File: src/rtl/bcd_display_scan_pkg.sv
// Shared constants for the 8-digit common-anode 7-segment scanner.
// All patterns are active-low, ordered seg[6:0] = g..a.
package bcd_display_scan_pkg;

  localparam int NUM_DIGITS = 8;

  localparam logic [6:0] SEG_0    = 7'h40;
  localparam logic [6:0] SEG_1    = 7'h79;
  localparam logic [6:0] SEG_2    = 7'h24;
  localparam logic [6:0] SEG_3    = 7'h30;
  localparam logic [6:0] SEG_4    = 7'h19;
  localparam logic [6:0] SEG_5    = 7'h12;
  localparam logic [6:0] SEG_6    = 7'h02;
  localparam logic [6:0] SEG_7    = 7'h78;
  localparam logic [6:0] SEG_8    = 7'h00;
  localparam logic [6:0] SEG_9    = 7'h10;
  localparam logic [6:0] SEG_DASH = 7'h3F;
  localparam logic [6:0] SEG_OFF  = 7'h7F;

  localparam logic [NUM_DIGITS-1:0] AN_OFF = 8'hFF;

endpackage

File: src/rtl/bcd_to_7seg.sv
// Combinational nibble to active-low 7-segment pattern.
// Any non-BCD nibble (A..F) is shown as a dash.
module bcd_to_7seg
  import bcd_display_scan_pkg::*;
(
  input  logic [3:0] nibble,
  output logic [6:0] seg
);

  // NOTE: a case with a default arm assigns seg on every path, so no latch is inferred.
  always_comb begin
    case (nibble)
      4'd0:    seg = SEG_0;
      4'd1:    seg = SEG_1;
      4'd2:    seg = SEG_2;
      4'd3:    seg = SEG_3;
      4'd4:    seg = SEG_4;
      4'd5:    seg = SEG_5;
      4'd6:    seg = SEG_6;
      4'd7:    seg = SEG_7;
      4'd8:    seg = SEG_8;
      4'd9:    seg = SEG_9;
      default: seg = SEG_DASH;
    endcase
  end

endmodule

File: src/rtl/bcd_display_scan.sv
// Captures a packed-BCD word on the converter's idle rising edge and scans it
// onto an 8-digit multiplexed display with optional leading-zero blanking.
module bcd_display_scan
  import bcd_display_scan_pkg::*;
#(
  parameter int REFRESH_DIV   = 100000,
  parameter bit BLANK_LEADING = 1'b1
) (
  input  logic        clk,
  input  logic        rst_n,
  input  logic        idle,
  input  logic [31:0] bcd,
  output logic [7:0]  an,
  output logic [6:0]  seg,
  output logic        dp
);

  localparam int PW = (REFRESH_DIV < 2) ? 1 : $clog2(REFRESH_DIV);
  localparam logic [PW-1:0] PRE_LAST = PW'(REFRESH_DIV - 1);

  if (REFRESH_DIV < 2) begin : g_cfg_error
    $error("bcd_display_scan: REFRESH_DIV must be >= 2");
  end

  logic [PW-1:0] pre;
  logic [2:0]    idx;
  logic [31:0]   shown;
  logic          have_data;
  logic          idle_q;

  // NOTE: sequential state uses non-blocking assignments so every register samples pre-edge values.
  always_ff @(posedge clk or negedge rst_n) begin
    if (!rst_n) begin
      pre       <= '0;
      idx       <= '0;
      shown     <= '0;
      have_data <= 1'b0;
      idle_q    <= 1'b0;
    end else begin
      idle_q <= idle;
      if (idle && !idle_q) begin
        shown     <= bcd;
        have_data <= 1'b1;
      end
      if (pre == PRE_LAST) begin
        pre <= '0;
        idx <= idx + 3'd1;
      end else begin
        pre <= pre + 1'b1;
      end
    end
  end

  // lead_zero[i] is set when nibbles i..7 of the captured word are all zero.
  logic [NUM_DIGITS-1:0] lead_zero;
  logic [3:0]            cur_nibble;
  logic [6:0]            cur_seg;
  logic                  dark;

  always_comb begin
    lead_zero = '0;
    for (int i = 0; i < NUM_DIGITS; i++) begin
      lead_zero[i] = ((shown >> (4 * i)) == 32'd0);
    end
    cur_nibble = shown[{idx, 2'b00} +: 4];
    dark       = !have_data || (BLANK_LEADING && (idx != 3'd0) && lead_zero[idx]);
  end

  bcd_to_7seg u_dec (
    .nibble (cur_nibble),
    .seg    (cur_seg)
  );

  always_ff @(posedge clk or negedge rst_n) begin
    if (!rst_n) begin
      an  <= AN_OFF;
      seg <= SEG_OFF;
    end else if (dark) begin
      an  <= AN_OFF;
      seg <= SEG_OFF;
    end else begin
      an  <= ~(8'b1 << idx);
      seg <= cur_seg;
    end
  end

  assign dp = 1'b1;

endmodule

File: config.mk
export PLATFORM = sky130hd
export DESIGN_NAME = bcd_display_scan
export DESIGN_NICKNAME = d
export VERILOG_FILES = /design/src/rtl/bcd_display_scan_pkg.sv /design/src/rtl/bcd_to_7seg.sv /design/src/rtl/bcd_display_scan.sv
export SDC_FILE = /design/constraint.sdc
export NUM_CORES = 1
export LEC_CHECK = 0
export CAP_MARGIN = 20
export CORE_MARGIN = 2
export CORE_UTILIZATION = 48
export CTS_CLUSTER_SIZE = 25
export DETAILED_ROUTE_END_ITERATION = 16
export GPL_ROUTABILITY_DRIVEN = 0
export PLACE_DENSITY = 0.82
export SKIP_CTS_REPAIR_TIMING = 1
export SYNTH_ARGS = -nofsm -noshare
export SYNTH_HDL_FRONTEND = slang
export SYNTH_SLANG_ARGS = --single-unit
File: constraint.sdc
create_clock -name clk -period 2.19 [get_ports clk]
set_clock_uncertainty 0.05 [all_clocks]
set_input_delay 0.3285 -clock clk [delete_from_list [all_inputs] [get_ports clk]]
set_output_delay 0.3285 -clock clk [all_outputs]
set_load 0.1 [all_outputs]
### Yosys cells after proc, flatten, opt, wreduce, memory -nomap -nowiden

Memory sizes are Yosys's and may differ from the RTL's.
Cells that the tools add are included.

* flip-flop bits (word level): 69
* memory bits (read-only): 112
* bits of input ports: 35
* output and inout bits: 16
* logic and storage cells: 34
* memories kept: 1

* $add $sub $neg: 2
* order comparisons: 1
* equality and inequality tests: 1
* shifts and indexed selects: 2
* muxes and demuxes: 5
* bitwise logic cells: 1
* reduce and logical (&&, ||, !) cells: 14

Memories
* (name not given): depth 16, bits a word 7, rd ports 1, clocked after Yosys merged registers in 0, write ports 0, line bcd_to_7seg.sv:12 `case (nibble)`

Operators with widths (count)
* zero test 32 bit: 8
* variable part select 32 x 6 -> 4 bit: 1
* adder 17 x 1 -> 17 bit, second input constant: 1
* equality test 17 bit, second input constant: 1
* two-way mux 17 bit: 1
* two-way mux 8 bit: 1
* NOT 8 bit: 1
* left shift 1 x 3 -> 8 bit, first input constant: 1
* two-way mux 7 bit: 1
* < comparator 3 x 4 -> 1 bit, second input constant: 1
* adder 3 x 1 -> 3 bit, second input constant: 1
* binary-select mux 1 bit (select 3 bit): 1
* nonzero test 3 bit: 1
* logical AND 1 bit: 2
* zero test 1 bit: 2
* logical OR 1 bit: 1
* two-way mux 1 bit: 1

### Logic depth before layout (Yosys ltp)

Gate-level depths: netlist of the first run.

* depth after elaboration: 6
* depth in mapped cells: 9
* mapped depth without buffers: 7

### Modules after synthesis

Synthesis of the first run repeated with hierarchy kept, for this count alone.

* cell total of the unflattened synthesis: 269
* area total of the unflattened synthesis: 3370.7 um^2

By module, submodules not included
* bcd_display_scan: times used 1, cells an instance 238, area each 3130.5 um^2, sequential area each 1745.4 um^2
* bcd_to_7seg: times used 1, cells an instance 31, area each 240.2 um^2, sequential area each 0.0 um^2

### Worst setup path after synthesis of the first run

OpenSTA, ideal clock, no wires.

* path type: register to register
* start point: reg idx[0]
* end point: reg seg[5]
* setup time: 0.093 ns
* arrival: 2.072 ns
* data required time: 2.047 ns
* setup slack: -0.025 ns
* cell stages (with the launch flop): 9
* buffers on the path: 1
* period minus slack after synthesis: 2.215 ns
* cells stage by stage: dfrtp_1 buf_6 mux4_1 mux2i_1 inv_1 ha_1 or2b_1 a21oi_1 o21ai_1

* cells in the longest elaborated chain, start to end: 5
* elaborated cells on any way between the ends: 8
* those cells by class: 1 x shift; 3 x mux; 3 x reduce/logical; 1 x memory

RTL lines
* start, declared: line bcd_display_scan.sv:26 `logic [2:0] idx;`
* start signal, assigned: line bcd_display_scan.sv:47 `idx <= idx + 3'd1;`
* branches (longest 4 deep; another with memory (16 x 7 bit))
* two-way mux 7 bit *: line bcd_display_scan.sv:78 `end else if (dark) begin`
* end signal, assigned: line bcd_display_scan.sv:83 `seg <= cur_seg;`
* end, declared: line bcd_display_scan.sv:14 `output logic [6:0] seg,`

Mark *: on every way between the ends. The select of a mux whose other input is x is not followed.
A chain may end at the register's enable or synchronous reset.

### Worst setup path after layout of the first run

* start point: reg idx[0]
* end point: reg seg[0]

The elaborated chain is that of the path after synthesis.

==> results of run 1 <==
## final cells by class
class                   count  share of cell area, %
clock inverters             5                   1.47
repair buffers             61                   14.0
multi-input cells         163                   35.1
well taps                  80                   2.45
inverters                   7                  0.644
flip-flops and latches     69                   42.9
clock buffers              11                   3.47
## report_power, final
group | internal [mW] | switching (mW) | total [mW]
Clock | 0.559 | 0.489 | 1.05
Sequential | 1.41 | 0.0889 | 1.50
Combinational | 0.265 | 0.394 | 0.659
Total | 2.24 | 0.972 | 3.21
## placed cells by master (no fill, tap or decap), types with 2 or more instances in the layout
cell type        Yosys  routed
nor2b_1              3       2
inv_1                6       6
nand3_1             10      10
nor2_1              13      13
clkbuf_8             0      10
clkinv_4             0       2
mux4_1               7       3
dfrtp_2              0       2
nand4_1              7       7
dfrtp_1             54      52
a21oi_1              5       4
mux4_2               1       5
xnor2_1             11      11
mux2_2              32      32
ha_1                12      12
o21ai_0              3       3
dfstp_2             15      15
buf_12               0       2
nand2_1             13      13
or2_2                2       2
xor2_1               5       5
mux2i_1              4       3
o21ai_1              6       6
nor4_1               9       9
or4b_1               2       2
mux2i_2              1       2
buf_4                2      23
mux2_4               2       2
clkdlybuf4s50_1      0      33
nor2b_2              1       2
## per-layer routing
layer	share of wire, %	global-route usage [%]	vias to the layer above
li1	-	-	1017
met4	2.0	7.67	0
met5	0	0	-
met1	45	22.6	1078
met3	5.1	6.10	12
met2	48	28.8	58
## state kept, by name (all words and copies together) (netlist names)
name / count
pre: 17
idle_q: 1
idx: 3
shown: 32
an: 8
have_data: 1
seg: 7
## worst paths after layout
path | startpoint | to
worst max-delay path | idx[0]$_DFFE_PN0N_ | seg[0]$_DFF_PN1_
worst min-delay path | idle | idle_q$_DFF_PN0_
worst max register to register | idx[0]$_DFFE_PN0N_ | seg[0]$_DFF_PN1_
worst min register to register | pre[8]$_DFF_PN0_ | pre[8]$_DFF_PN0_
max in group asynchronous | rst_n | idx[0]$_DFFE_PN0N_
min in group asynchronous | rst_n | pre[16]$_DFF_PN0_
## cell families after synthesis
logic type	after synthesis	synth area share (%)
simple gates	71	12.3
flops	69	53.6
mux	47	20.0
buf+inv	17	2.46
compound gates	16	2.69
xor+xnor	16	4.30
fa+ha+maj	12	4.61
other cells	1	0.115
==> impl_metrics.csv, run 1 <==
group,metric,value,unit
logic_synthesis,synthTopCellsByArea,"dfrtp_1, dfstp_2, mux2_2",
clock_tree,cts-buffers-inserted,9,
place,post_dp_cell_area,0.00386,mm2
finish,fillerInstances,536,
routing,finalWirelength,6220,um
routing,drt-vias-per-instance,5.47,
critical_path,path_common_cell,"mux2_4",
logic_synthesis,netlist_instances,249,
finish,layout-area-overhead-vs-synth,25.2,%
pwr,power.density_cell_area,787,mW/mm2
logic_synthesis,netlist_area,0.00326,mm2
critical_path,path_depth,6,
logic_synthesis,yosysTopAreaCell,"dfrtp_1",
sta,timing_worst_slew_pin_value,0.632,ns
routing,remaining_number_of_nets_flagged_by_the_antenna_check_after_routing,0,
finish,post_route_cells_drive_above_1_share,35.1,%
grt,grt_ovf,0,
logic_synthesis,postSynthNetCount,296,
sta,grt_setup_unrepaired,"true",
sta,hold_violations,0,
finish,sequential_cell_area,0.00175,mm2
floorplan,die_area,0.00746,mm2
critical_path,worstPathRequired,2.41,ns
grt,grt_use_total,18.1,%
clock_tree,clk_path_buf_depth,2,
critical_path,critPathMaxStageDelay,0.53,ns
place,place.detailed.instances,379,
finish,multi_input_area,0.00143,mm2
status,outcome,"completed",
clock_tree,tritoncts,"yes",
logic_synthesis,synthTopCellsByCount,"dfrtp_1, mux2_2, dfstp_2",
routing,remaining_drc_errors,0,
critical_path,timing.setup.critical_path_class,"reg2reg",
sta,timing.max_slew.rel_slack,57.9,%
clock_tree,cts-htree-levels,3,
grt,grt_first_pass_wirelength,10300,um
logic_synthesis,synthDominantCellAreaShare,41.5,%
clock_tree,clock_latency,0.35,ns
logic_synthesis,synth-warning-count,0,
routing,detailroute.via_count,2165,
critical_path,reg2reg_depth,6,
finish,layout.nets,358,
critical_path,timing.critical_path.to_type,"flip-flop",
grt,via_count_of_the_first_global_routing_pass,2200,
pwr,p_leak,1.69,nW
critical_path,worstPathCellList,"buf_6 > mux4_1 > mux2_4 > mux2_4 > nor2_2 > o21ai_1",
logic_synthesis,async_reset_ff_share,100,%
pwr,ir_worst_vdd,0.000444,V
min_path,whs_path_depth,1,
logic_synthesis,ys_ff_latch,69,
critical_path,slack_of_the_worst_reg_to_reg_path,0.09,ns
sta,setup-violations-final,0,
critical_path,cp_data_arrival_time,2.32,ns
clock_tree,cts.reportedPaths.clkPinSlew,0.08,ns
place,final_hpwl_dp,4510,um
place,dp_slack,-0.0540,ns
floorplan,initial_utilization,48.7,%
routing,initialDrtViolationCount,95,
flow_run,timing.max_cap.violations,0,
sta,layout_setup_ws,0.0935,ns
logic_synthesis,post_synth_num_cell_types,43,
floorplan,ios,51,
place,portBuffers,49,
critical_path,path_max_fanout,10,
clock_tree,cts_num_sinks,69,
floorplan,die_width,86.4,um
logic_synthesis,synth_sequential_area_ratio,53.6,%
min_path,worstHoldPathType,"in2reg",
grt,grt_antenna_before_repair,0,
sta,max_freq,477,MHz
sta,max_slew_violation_count,0,
critical_path,cp-start-kind,"flip-flop",
sta,layout_min_cycle_time,2.10,ns
routing,wl_per_cell,15.7,um
sta,totalNegativeSetupSlack,0,ns
critical_path,crit_path_top_delay_cell,"mux4_1",
logic_synthesis,avgSynthCellArea,13.1,um2
clock_tree,clockRootBuffer,"clkbuf_8",
logic_synthesis,number_of_enable_flip_flop_cells_after_synthesis,0,
logic_synthesis,synthFlopType,"dfrtp_1",
critical_path,gate_family_responsible_for_the_most_delay_along_the_worst_path,"multiplexers",
pwr,p_total,3.21,mW
floorplan,rows,30,
floorplan,y_dimension_of_the_die,86.4,um
finish,finalInstanceArea,0.00408,mm2
grt,grt_start_max_net_pins,42,
logic_synthesis,post-synth-top-count-cell,"dfrtp_1",
sta,final.period_utilization,95.7,%
critical_path,critical_path.n_buffers_inverters,1,
finish,layout.core_utilization,61.0,%
finish,layoutNonFillerInstCount,396,
sta,fin_worst_hold_slack,0.385,ns
floorplan,core_region_area,0.00668,mm2
finish,n_antenna_cell,0,
routing,detailed_routing_iteration_count_for_the_pre_antenna_repair_pass,4,
Power figures use the tool's default switching activity.
==> run 2: changes to the inputs <==
--- a/constraint.sdc
+++ b/constraint.sdc
@@ -4,2 +4,2 @@
 set_output_delay 0.3285 -clock clk [all_outputs]
-set_load 0.1 [all_outputs]
+set_load 0.02 [all_outputs]
==> run 2 against run 1 <==
  * Worst setup slack got worse by 0.028 ns
  * Combinational power fell by 26%
  * Register-to-register slack got worse by 0.03 ns
  * Sequential power barely moved
  * Design area rose by 2.3%
  * Total power fell by 4.5%
  * First-iteration DRC count rose by 18%
  * Clock power barely moved
  * Non-clock buffer count rose by 4
==> impl_metrics.csv, run 2 (synthesis gave the netlist of run 1 again) <==
group,metric,value,unit
critical_path,worstPathRequired,2.41,ns
sta,timing.max_slew.rel_slack,63.7,%
sta,max_slew_violation_count,0,
place,post_dp_cell_area,0.00390,mm2
clock_tree,clockRootBuffer,"clkbuf_8",
finish,reg.largest.list,"shown: 32 flops, pre: 17 flops, an: 8 flops",
routing,wl_per_cell,15.8,um
clock_tree,cts.reportedPaths.clkPinSlew,0.07,ns
sta,timing_worst_slew_pin_value,0.540,ns
sta,setup-violations-final,0,
finish,layout.core_utilization,62.4,%
routing,detailed_routing_iteration_count_for_the_pre_antenna_repair_pass,4,
place,portBuffers,49,
clock_tree,cts-htree-levels,3,
sta,final.period_utilization,97.0,%
critical_path,timing.setup.critical_path_class,"reg2reg",
pwr,power.density_cell_area,735,mW/mm2
floorplan,die_width,86.4,um
finish,post_route_cells_drive_above_1_share,32.1,%
grt,grt_antenna_before_repair,0,
routing,finalWirelength,6350,um
routing,detailroute.via_count,2192,
place,dp_slack,-0.0763,ns
floorplan,initial_utilization,48.7,%
pwr,p_leak,1.72,nW
floorplan,y_dimension_of_the_die,86.4,um
grt,grt_ovf,0,
grt,grt_first_pass_wirelength,10500,um
pwr,p_total,3.07,mW
place,place.detailed.instances,380,
finish,finalInstanceArea,0.00417,mm2
floorplan,die_area,0.00746,mm2
clock_tree,cts_num_sinks,69,
clock_tree,clock_latency,0.35,ns
finish,layoutNonFillerInstCount,401,
flow_run,timing.max_cap.violations,0,
routing,remaining_drc_errors,0,
grt,grt_use_total,18.5,%
critical_path,cp_data_arrival_time,2.35,ns
min_path,worstHoldPathType,"in2reg",
grt,via_count_of_the_first_global_routing_pass,2172,
clock_tree,tritoncts,"yes",
grt,grt_start_max_net_pins,34,
finish,mostFrequentLayoutCell,"dfrtp_1",
clock_tree,clk_path_buf_depth,2,
critical_path,timing.critical_path.to_type,"flip-flop",
sta,fin_worst_hold_slack,0.393,ns
critical_path,reg2reg_from,"idx[0]$_DFFE_PN0N_",
status,outcome,"completed",
finish,regMostFlops,"shown",
floorplan,rows,30,
min_path,hold_path_startpoint,"idle",
finish,layout_common_cells,"dfrtp_1, clkdlybuf4s50_1, mux2_2",
finish,layout.nets,363,
pwr,ir_worst_vdd,0.000511,V
finish,largest_register_ffs,32,
critical_path,crit_path_start,"idx[0]$_DFFE_PN0N_",
sta,layout_setup_ws,0.0651,ns
finish,n_antenna_cell,0,
routing,initialDrtViolationCount,112,
floorplan,ios,51,
sta,hold_violations,0,
critical_path,path_max_fanout,8,
finish,layout-area-overhead-vs-synth,28.1,%
sta,layout_min_cycle_time,2.12,ns
place,final_hpwl_dp,4600,um
sta,max_freq,471,MHz
sta,totalNegativeSetupSlack,0,ns
routing,remaining_number_of_nets_flagged_by_the_antenna_check_after_routing,0,
routing,drt-vias-per-instance,5.47,
clock_tree,cts-buffers-inserted,9,
floorplan,core_region_area,0.00668,mm2
critical_path,cp-start-kind,"flip-flop",
## run 2: critical path, stage by stage, from the launching register on
cell and delay (ns):
dfrtp_2 0.49, buf_6 0.15, mux4_1 0.57, mux2_4 0.33, nand2b_1 0.19, mux2i_1 0.20
nand2_1 0.08
## run 2: cell type report
cell class | instances | area, um2
clock buffer | 11 | 151
clock inverter | 5 | 57.6
fill | 539 | 2510
inverter | 7 | 26.3
multi-input combinational | 164 | 1450
sequential | 69 | 1750
tap | 80 | 100
timing repair buffer | 65 | 637
## run 2: worst paths after layout
path	to	slack, ns	depth (start not counted)
max	seg[4]$_DFF_PN1_	0.07	6
min	idle_q$_DFF_PN0_	0.39	1
max reg2reg	seg[4]$_DFF_PN1_	0.07	6
min reg2reg	pre[0]$_DFF_PN0_	0.45	1
max in group asynchronous	seg[2]$_DFF_PN1_	0.98	3
min in group asynchronous	pre[5]$_DFF_PN0_	0.44	2
## run 2: power by group
group          internal, mW  total [mW]  switching [mW]
logic                 0.283       0.488           0.205
registers              1.41        1.50          0.0902
clock network         0.590        1.07           0.485
total                  2.29        3.07           0.780
## run 2: layer usage
metal / global-route usage (%) / vias to the layer above / routed length, um
met2: 30.4 / 68 / 3100
met3: 4.95 / 20 / 284
met4: 7.24 / 0 / 144
li1: - / 1024 / -
met5: 0 / - / 0
met1: 23.4 / 1080 / 2830
==> run 3: changes to the inputs <==
CORE_UTILIZATION = 50   (was 48)
CTS_BUF_LIST = sky130_fd_sc_hd__clkbuf_8   (was not set)
PLACE_DENSITY = 0.85   (was 0.82)
==> run 3 against run 2 <==
  * Combinational power decreased by 4.3%
  * Clock-buffer cell count decreased by 1
  * Critical path depth increased by 2
  * Register-to-register slack about the same
  * Total power increased by 0.51%
  * Non-clock buffer count decreased by 1
  * Core utilization increased by 3.3 points
  * Largest cell class unchanged
  * Design area decreased by 0.57%
==> impl_metrics.csv, run 3 (synthesis gave the netlist of run 1 again) <==
group,metric,value,unit
pwr,p_int,2.35,mW
place,final_hpwl_dp,4110,um
grt,grt_start_max_net_pins,70,
finish,fillerInstances,481,
finish,layoutNonFillerInstCount,396,
pwr,p_leak,1.73,nW
sta,max_slew_violation_count,0,
routing,detailroute.via_count,2163,
critical_path,cp-start-kind,"flip-flop",
critical_path,timing.critical_path.to_type,"flip-flop",
finish,largest_register_ffs,32,
sta,layout_min_cycle_time,2.13,ns
floorplan,y_dimension_of_the_die,84.7,um
clock_tree,tritoncts,"yes",
clock_tree,clk_path_buf_depth,2,
sta,timing.max_slew.rel_slack,66.9,%
sta,hold_violations,0,
grt,via_count_of_the_first_global_routing_pass,2121,
floorplan,rows,29,
finish,layout_common_cells,"dfrtp_1, clkdlybuf4s50_1, mux2_2",
critical_path,path_max_fanout,6,
critical_path,slack_of_the_worst_reg_to_reg_path,0.06,ns
pwr,clock_power_share,36.2,%
sta,layout_setup_ws,0.0642,ns
finish,n_antenna_cell,0,
floorplan,ios,51,
grt,grt_antenna_before_repair,0,
pwr,p_total,3.08,mW
floorplan,die_width,84.7,um
routing,detailed_routing_iteration_count_for_the_pre_antenna_repair_pass,5,
clock_tree,clockRootBuffer,"clkbuf_8",
routing,remaining_number_of_nets_flagged_by_the_antenna_check_after_routing,0,
floorplan,core_region_area,0.00631,mm2
place,post_dp_cell_area,0.00388,mm2
finish,post_route_cells_drive_above_1_share,29.5,%
finish,multi_input_area,0.00144,mm2
clock_tree,cts.reportedPaths.clkPinSlew,0.07,ns
clock_tree,cts-htree-levels,3,
min_path,whs_path_depth,1,
place,place.detailed.instances,375,
pwr,swShare,23.7,%
routing,remaining_drc_errors,0,
routing,finalWirelength,5820,um
sta,final.period_utilization,97.1,%
sta,setup-violations-final,0,
critical_path,reg2reg_depth,8,
finish,layout-area-overhead-vs-synth,27.4,%
clock_tree,cts-buffers-inserted,9,
critical_path,worstPathCellList,"buf_4 > mux4_2 > mux2i_2 > inv_1 > ha_1 > or2b_1 > a21oi_1 > o21ai_1",
finish,reg.largest.list,"shown: 32 flops, pre: 17 flops, an: 8 flops",
pwr,power.share.sequential,48.7,%
flow_run,timing.max_cap.violations,0,
grt,grt_use_total,17.9,%
place,portBuffers,49,
place,dp_slack,-0.0463,ns
clock_tree,cts_num_sinks,69,
critical_path,regToRegEndpoint,"seg[5]$_DFF_PN1_",
status,outcome,"completed",
grt,grt_first_pass_wirelength,10100,um
pwr,power.combinational.fraction,15.2,%
critical_path,cp_data_arrival_time,2.35,ns
finish,layout.nets,361,
pwr,ir_worst_vdd,0.000524,V
min_path,worstHoldPathType,"in2reg",
critical_path,worstPathRequired,2.41,ns
grt,grt_ovf,0,
floorplan,initial_utilization,51.6,%
finish,regMostFlops,"shown",
sta,timing_worst_slew_pin_value,0.492,ns
clock_tree,clock_latency,0.35,ns
finish,finalInstanceArea,0.00415,mm2
critical_path,critPathMaxStageDelay,0.51,ns
routing,drt-vias-per-instance,5.46,
routing,initialDrtViolationCount,103,
pwr,switching_power,0.730,mW
routing,wl_per_cell,14.7,um
min_path,hold_path_startpoint,"idle",
pwr,power.density_cell_area,743,mW/mm2
floorplan,die_area,0.00717,mm2
finish,sequential_cell_area,0.00175,mm2
min_path,worstHoldEndpoint,"idle_q$_DFF_PN0_",
critical_path,crit_path_top_delay_cell,"mux4_2",
critical_path,timing.setup.critical_path_class,"reg2reg",
finish,mostFrequentLayoutCell,"dfrtp_1",
critical_path,reg2reg_from,"idx[0]$_DFFE_PN0N_",
finish,layout.core_utilization,65.7,%
sta,max_freq,470,MHz
## run 3: cell count changes in the layout (fill, tap and decap cells not counted), sizes merged
cell,delta
inv,+2
bufinv,+1
buf,-2
mux2,-1
clkinv,-2
## run 3: area by class of cell
class,instances,area share [%]
flip-flops and latches,69,42.1
clock inverters,6,1.93
inverters,7,0.633
clock buffers,10,3.32
multi-input cells,163,34.6
repair buffers,64,15.0
well taps,77,2.32
## run 3: routing by layer
layer  routed length (um)  up-vias  share of wire (%)  global-route usage, %
met5                    0        -                  0                      0
met2                 2810       63                 48                   27.8
met1                 2580     1069                 44                   23.9
li1                     -     1019                  -                      -
met3                  296       12                5.1                   5.51
met4                  129        0                2.2                   7.07
## run 3: how the worst max path moves through the flow
stage / from / end / slack (ns) / depth (start not counted)
6_report: idx[0]$_DFFE_PN0N_ / seg[5]$_DFF_PN1_ / 0.06 / 8
5_1_grt: idx[0]$_DFFE_PN0N_ / seg[5]$_DFF_PN1_ / -0.008 / 8
4_1_cts: idx[0]$_DFFE_PN0N_ / seg[0]$_DFF_PN1_ / -0.06 / 6
3_5_place_dp: idx[0]$_DFFE_PN0N_ / seg[0]$_DFF_PN1_ / -0.05 / 6
3_3_place_gp: idx[0]$_DFFE_PN0N_ / seg[1]$_DFF_PN1_ / -0.05 / 9
2_1_floorplan: idx[0]$_DFFE_PN0N_ / seg[5]$_DFF_PN1_ / 0.009 / 8
## run 3: worst max-delay path, delay by kind of cell (launching register included)
family | cells | cell delay [ns]
multiplexers | 2 | 0.70
flip-flops | 1 | 0.43
buffers and inverters | 2 | 0.22
adder cells (fa/ha/maj) | 1 | 0.22
AND/OR/NAND/NOR | 1 | 0.22
AO/OA/AOI/OAI | 2 | 0.21
## run 3: power by group through the flow
stage,combinational [mW],clock [mW],sequential [mW]
final,0.467,1.12,1.50
after global routing,0.508,1.19,1.52
after CTS,0.473,1.14,1.50
after detailed placement,0.470,0,1.52
after global placement,0.459,0,1.52
after floorplan,0.237,0,1.53
## run 3: stage by stage
| step | TNS, ns | hold WS (ns) |
|---|---|---|
| floorplan | 0 | -0.0171 |
| global placement | -0.214 | 0.318 |
| detailed placement | -0.133 | 0.323 |
| CTS | -0.206 | -0.0561 |
| global route | -0.00866 | 0.407 |
| finish | 0 | 0.398 |
